[src/rtl/ref_fetch_pkg.sv]
// Shared types and constants for the reference block fetcher.
// Holds FSM state encoding and filter geometry.
package ref_fetch_pkg;

   typedef enum logic [1:0] {
      ST_IDLE   = 2'd0,
      ST_FETCH  = 2'd1,
      ST_FINISH = 2'd2
   } fetch_state_t;

   localparam int FILT_MARGIN = 3;
   localparam int FILT_EXT    = 7;
   localparam int ROW_CNT_W   = 4;

endpackage

[src/rtl/row_clamp.sv]
// Saturates a signed 17-bit row index into [0, FRAME_H-1].
// Purely combinational.
module row_clamp #(
   parameter int FRAME_H = 1080,
   parameter int ROW_W   = 16
) (
   input  logic [16:0]      i_row,
   output logic [ROW_W-1:0] o_row
);

   always_comb begin
      o_row = '0;
      if (i_row[16])
         o_row = '0;
      else if (i_row >= 17'(FRAME_H))
         o_row = ROW_W'(FRAME_H - 1);
      else
         o_row = i_row[ROW_W-1:0];
   end

endmodule

[src/rtl/ref_block_fetch.sv]
// Turns one sub-block motion vector into row read requests,
// widened by the filter margins when interpolating.
module ref_block_fetch
   import ref_fetch_pkg::*;
#(
   parameter int BLK_SIZE = 4,
   parameter int TAPS     = 8,
   parameter int FRAME_H  = 1080,
   parameter int ROW_W    = 16
) (
   input  logic             CLK,
   input  logic             RST_ASYNC_N,
   input  logic             MV_VALID,
   output logic             MV_READY,
   input  logic [14:0]      MV_X_INT,
   input  logic [14:0]      MV_Y_INT,
   input  logic [3:0]       MV_X_FRAC,
   input  logic [3:0]       MV_Y_FRAC,
   input  logic             INTERP_X,
   input  logic             INTERP_Y,
   input  logic [7:0]       BLK_X,
   input  logic [7:0]       BLK_Y,
   output logic             RD_EN,
   input  logic             RD_READY,
   output logic [ROW_W-1:0] RD_ROW,
   output logic [16:0]      RD_COL,
   output logic [3:0]       RD_LEN,
   output logic             RD_LAST,
   output logic [3:0]       FRAC_X,
   output logic [3:0]       FRAC_Y,
   output logic             DONE
);

   localparam logic [16:0] L_MARG = 17'(TAPS / 2 - 1);
   localparam logic [ROW_CNT_W-1:0] L_N_BLK = ROW_CNT_W'(BLK_SIZE);
   localparam logic [ROW_CNT_W-1:0] L_N_EXT = ROW_CNT_W'(BLK_SIZE + FILT_EXT);

   fetch_state_t r_state;
   fetch_state_t w_next;

   logic [ROW_CNT_W-1:0] r_cnt;
   logic [ROW_CNT_W-1:0] r_nrows;
   logic [16:0]          r_row0;
   logic [16:0]          r_col0;
   logic [3:0]           r_len;
   logic [3:0]           r_fx;
   logic [3:0]           r_fy;

   logic        w_accept;
   logic        w_xfer;
   logic [16:0] w_col0;
   logic [16:0] w_row0;
   logic [16:0] w_row;

   assign w_accept = MV_VALID & MV_READY;
   assign w_xfer   = RD_EN & RD_READY;

   // Unsigned origin plus sign-extended MV, minus the leading filter margin
   assign w_col0 = {9'b0, BLK_X} + {{2{MV_X_INT[14]}}, MV_X_INT}
                 - (INTERP_X ? L_MARG : 17'd0);
   assign w_row0 = {9'b0, BLK_Y} + {{2{MV_Y_INT[14]}}, MV_Y_INT}
                 - (INTERP_Y ? L_MARG : 17'd0);

   always_ff @(posedge CLK or negedge RST_ASYNC_N) begin
      if (!RST_ASYNC_N)
         r_state <= ST_IDLE;
      else
         r_state <= w_next;
   end

   always_comb begin
      w_next   = r_state;
      MV_READY = 1'b0;
      RD_EN    = 1'b0;
      RD_LAST  = 1'b0;
      DONE     = 1'b0;
      unique case (r_state)
         ST_IDLE: begin
            MV_READY = 1'b1;
            if (MV_VALID)
               w_next = ST_FETCH;
         end
         ST_FETCH: begin
            RD_EN   = 1'b1;
            RD_LAST = (r_cnt == r_nrows - ROW_CNT_W'(1));
            if (RD_READY && RD_LAST)
               w_next = ST_FINISH;
         end
         ST_FINISH: begin
            DONE   = 1'b1;
            w_next = ST_IDLE;
         end
         default: w_next = ST_IDLE;
      endcase
   end

   always_ff @(posedge CLK or negedge RST_ASYNC_N) begin
      if (!RST_ASYNC_N) begin
         r_row0  <= '0;
         r_col0  <= '0;
         r_nrows <= '0;
         r_len   <= '0;
         r_fx    <= '0;
         r_fy    <= '0;
      end else if (w_accept) begin
         r_row0  <= w_row0;
         r_col0  <= w_col0;
         r_nrows <= INTERP_Y ? L_N_EXT : L_N_BLK;
         r_len   <= INTERP_X ? 4'(L_N_EXT) : 4'(L_N_BLK);
         r_fx    <= MV_X_FRAC;
         r_fy    <= MV_Y_FRAC;
      end
   end

   always_ff @(posedge CLK or negedge RST_ASYNC_N) begin
      if (!RST_ASYNC_N)
         r_cnt <= '0;
      else if (r_state == ST_FINISH)
         r_cnt <= '0;
      else if (w_xfer)
         r_cnt <= r_cnt + ROW_CNT_W'(1);
   end

   assign w_row = r_row0 + {{(17 - ROW_CNT_W){1'b0}}, r_cnt};

   row_clamp #(
      .FRAME_H (FRAME_H),
      .ROW_W   (ROW_W)
   ) u_row_clamp (
      .i_row (w_row),
      .o_row (RD_ROW)
   );

   assign RD_COL = r_col0;
   assign RD_LEN = r_len;
   assign FRAC_X = r_fx;
   assign FRAC_Y = r_fy;

endmodule
[config.mk]
export PLATFORM = sky130hd
export DESIGN_NAME = ref_block_fetch
export DESIGN_NICKNAME = d
export VERILOG_FILES = /design/src/rtl/ref_fetch_pkg.sv /design/src/rtl/row_clamp.sv /design/src/rtl/ref_block_fetch.sv
export SDC_FILE = /design/constraint.sdc
export NUM_CORES = 1
export LEC_CHECK = 0
export CAP_MARGIN = 20
export CELL_PAD_IN_SITES_DETAIL_PLACEMENT = 0
export CELL_PAD_IN_SITES_GLOBAL_PLACEMENT = 1
export CORE_UTILIZATION = 41
export CTS_BUF_LIST = sky130_fd_sc_hd__clkbuf_8
export DETAILED_ROUTE_END_ITERATION = 8
export PLACE_DENSITY_LB_ADDON = 0.08
export SYNTH_ARGS = -nofsm -noshare
export SYNTH_HDL_FRONTEND = slang
export SYNTH_SLANG_ARGS = --single-unit
[constraint.sdc]
create_clock -name CLK -period 6.8 [get_ports CLK]
set_clock_uncertainty 0.1 [all_clocks]
set_input_delay 2.04 -clock CLK [delete_from_list [all_inputs] [get_ports CLK]]
set_output_delay 2.04 -clock CLK [all_outputs]
set_load 0.02 [all_outputs]
==> metrics.md, run 1 <==
| Metric | Value |
|---|---|
| Critical path class | `reg2out` |
| Post-Syn Instances | `579` |
| Inserted Clock Buffers | `5` |
| Pleak | `2.81 nW` |
| Top FF cell, synth | `dfrtp_1` |
| Clk sinks | `52` |
| Setup TNS | `0 ns` |
| Worst slew pin tran | `0.772 ns` |
| Asr flop ratio synth | `100%` |
| I/O pins | `109` |
| Maximum fanout along the worst path | `5` |
| Core area | `10800 um2` |
| Gr ovfl total | `0` |
| DR pass1 iterations | `7` |
| Clock Latency Late Sink | `between 0.3 and 0.4 ns` |
| Vias in the first global route | `4050` |
| CTS tree | `yes` |
| Hold Fails Final Rpt | `0` |
| Overall via count from detail_route | `4205` |
| Maximum capacitance violations | `0` |
| Post-route DRC | `0` |
| Reg2reg start | `r_state[0]$_DFFE_PN0P_` |
| Area Overhead vs Synth | `27.2%` |
| Final min period | `between 5 and 6 ns` |
| Avg Cell Area, Syn | `7.85 um2` |
| Final worst-path cycle share | `85.1%` |
| Status | `finished clean` |
| Vias per cell | `about 5` |
| Post-CTS Setup Inserts | `0` |
| Peak supply drop | `0.000226 V` |
| Critical path's slowest cell | `clkdlybuf4s50_1` |
| CP Data Arrival Time | `~3.7 ns` |
| R2R Path End | `r_row0[13]$_DFFE_PN0P_` |
| First-pass GRT wire length | `18200 um` |
| Gr usage total | `19.4%` |
| Slowest stage delay, CP | `0.63 ns` |
| CTS resizes | `0` |
| DR iter-0 viols | `190` |
| DIE HEIGHT | `107 um` |
| Hold Crit Class | `reg2reg` |
| Synth warn | `0` |
| FILL cells | `around 1100` |
| H-Tree Depth | `2` |
| Initial antenna violation count | `1` |
| Worst path cell trace | `ha_1 -> inv_1 -> fa_1 -> nand2b_1 -> a21o_1 -> mux2_4 -> or3_1 -> a311o_1 -> o21ai_0 -> clkdlybuf4s50_1` |
| R2R Setup Slk | `approximately 4.5 ns` |
| Commonest non-fill, non-tap cells in the layout | `clkdlybuf4s50_1, inv_1, nand2_1` |
| Worst EP required | `4.66 ns` |
| Slew margin rel. | `between 40% and 50%` |
| Register area share after synthesis | `28.6%` |
| Gpl congestion | `0.831` |
| Antenna Nets Post-Route | `0` |
| Ratio of cells with drive above 1 in the final layout | `2.96%` |
| Clock buffer depth | `2` |
| Commonest non-fill, non-tap cell in the layout | `clkdlybuf4s50_1` |
| CP startpoint | `r_cnt[0]$_DFFE_PN0P_` |
| Nets | `789` |
| Clock root buffer | `clkbuf_8` |
| Slew Limit Fails | `0` |
| DIE WIDTH | `107 um` |
| Initial core utilization | `a little over two fifths` |
| Post-synth EDFFs | `0` |
| Post-Route WL | `10400 um` |
| Largest net degree at the start of global routing | `53` |
| Hold bufs inserted after CTS | `0` |
| Buffers added on ports | `103` |
| RSZ-0062 raised after global routing | `no` |
| FMAX | `approximately 0.17 GHz` |
| Worst-path clk slew | `0.11 ns` |
| Post-Synthesis Cell Area | `4550 um2` |
| Row count | `38` |
| PD cells | `334 nW/um2` |
| #FFs+latches synth | `52` |
| Die Footprint | `around 12000 um2` |
| Final setup fails | `0` |
| Startpoint types | `register` |
| WHS Endpoint | `FRAC_Y[1]$_DFFE_PN0P_` |
| Hold Path Stages | `2` |
| Post-layout util | `a little over half` |
| FF-to-FF path depth | `6` |
| Post-DP HPWL | `~8200 um` |
| Distinct cell type count after synthesis | `56` |
| Avg WL per Cell | `12.7 um` |
| Hold Crit Start | `FRAC_Y[1]$_DFFE_PN0P_` |
| Crit path capture type | `primary output` |
==> worst max-delay path by stage <==
stage               slack, ns        end
global route             0.76  RD_ROW[1]
detailed placement       1.36  RD_ROW[0]
finish                   1.01  RD_ROW[0]
global placement         1.47  RD_ROW[1]
CTS                       1.0  RD_ROW[0]
floorplan                2.01  RD_ROW[0]
==> cells in the mapped netlist, types with 3 or more instances <==
cell type,instances,area share (%)
inv_1,90,7.4
nand2_1,83,6.9
dfrtp_1,52,29
ha_1,50,14
o21ai_0,41,4.5
nor2_1,36,3.0
a21oi_1,24,2.6
xnor2_1,16,3.1
a21o_1,13,2.1
clkbuf_1,13,1.1
nand4_1,11,1.5
nand3_1,10,1.1
xor2_1,9,1.7
o21a_1,8,1.3
o31ai_1,8,1.3
buf_4,7,1.2
nor3b_1,7,1.2
a31oi_1,6,0.83
mux2i_1,6,1.3
nor3_1,6,0.66
a211oi_1,5,0.83
and3_1,5,0.69
fa_1,5,2.2
nand2b_1,5,0.69
nor2b_1,5,0.69
nor4_1,5,0.69
o211ai_1,5,0.83
nand3b_1,4,0.66
or3_1,4,0.55
a211o_1,3,0.58
and2_1,3,0.41
buf_1,3,0.25
o22ai_1,3,0.41
==> critical path: cells and delay by family, from the launching register on <==
| kind | cells | cell delay, ns |
|---|---|---|
| AOI/OAI and AO/OA | 3 | 0.75 |
| adders and majority gates | 2 | 0.57 |
| DFF | 1 | 0.46 |
| buffers and inverters | 2 | 0.69 |
| and+or+nand+nor | 2 | 0.54 |
| muxes | 1 | 0.31 |
==> through the flow <==
stage          instance area [um2]  setup WS, ns  instances  hold WS [ns]  power [mW]
2_1_floorplan                 4560          2.01        583         0.350        1.33
5_1_grt                       5780         0.759        816         0.417        2.11
3_5_place_dp                  5680          1.36        807         0.363        1.75
6_report                      5780          1.01        816         0.386        1.93
4_1_cts                       5780         0.998        815         0.392        1.95
3_3_place_gp                  5680          1.47        807         0.357        1.73
==> flip-flops by register name (all words and copies together), names as in the netlist <==
signal,flops
r_state,2
RD_LEN,2
r_cnt,4
FRAC_X,4
r_nrows,2
r_row0,17
FRAC_Y,4
RD_COL,17
==> where the power goes <==
| group | switching (mW) | internal (mW) |
|---|---|---|
| registers | 0.137 | 0.455 |
| logic | 0.602 | 0.541 |
| clock network | 0.117 | 0.0781 |
| total | 0.856 | 1.07 |
==> cell families after synthesis <==
kind of cell	Yosys count	synth area share (%)
xor+xnor	25	4.82
other cells	1	0.0825
flops	52	28.6
compound gates	132	18.5
simple gates	193	20.2
buf+inv	113	9.91
mux	8	1.90
fa+ha+maj	55	16.0
==> per-layer routing <==
metal | routed length, um | global-route usage [%]
met1 | 4990 | 25.5
met2 | 4840 | 33.7
met3 | 407 | 2.72
met4 | 135 | 4.40
met5 | 0 | 0
==> layout make-up <==
type | count | area (um2) | area share, %
Sequential cell | 52 | 1300 | 22.5
Antenna cell | 1 | 2.50 | 0.0433
Clock inverter | 3 | 28.8 | 0.498
Clock buffer | 5 | 68.8 | 1.19
Tap cell | 140 | 175 | 3.03
Multi-Input combinational cell | 418 | 2810 | 48.6
Inverter | 90 | 338 | 5.84
Timing Repair Buffer | 107 | 1060 | 18.3
Note: power is estimated with default switching activity, not from simulation.
==> run 2, diff against run 1 <==
--- a/config.mk
+++ b/config.mk
@@ -12,6 +12,7 @@
 export CTS_BUF_LIST = sky130_fd_sc_hd__clkbuf_8
 export DETAILED_ROUTE_END_ITERATION = 8
 export PLACE_DENSITY_LB_ADDON = 0.08
+export SKIP_CTS_REPAIR_TIMING = 1
 export SYNTH_ARGS = -nofsm -noshare
 export SYNTH_HDL_FRONTEND = slang
 export SYNTH_SLANG_ARGS = --single-unit
==> results of run 2 <==
No change in the layout: final DEF, timing and power equal those of run 1.
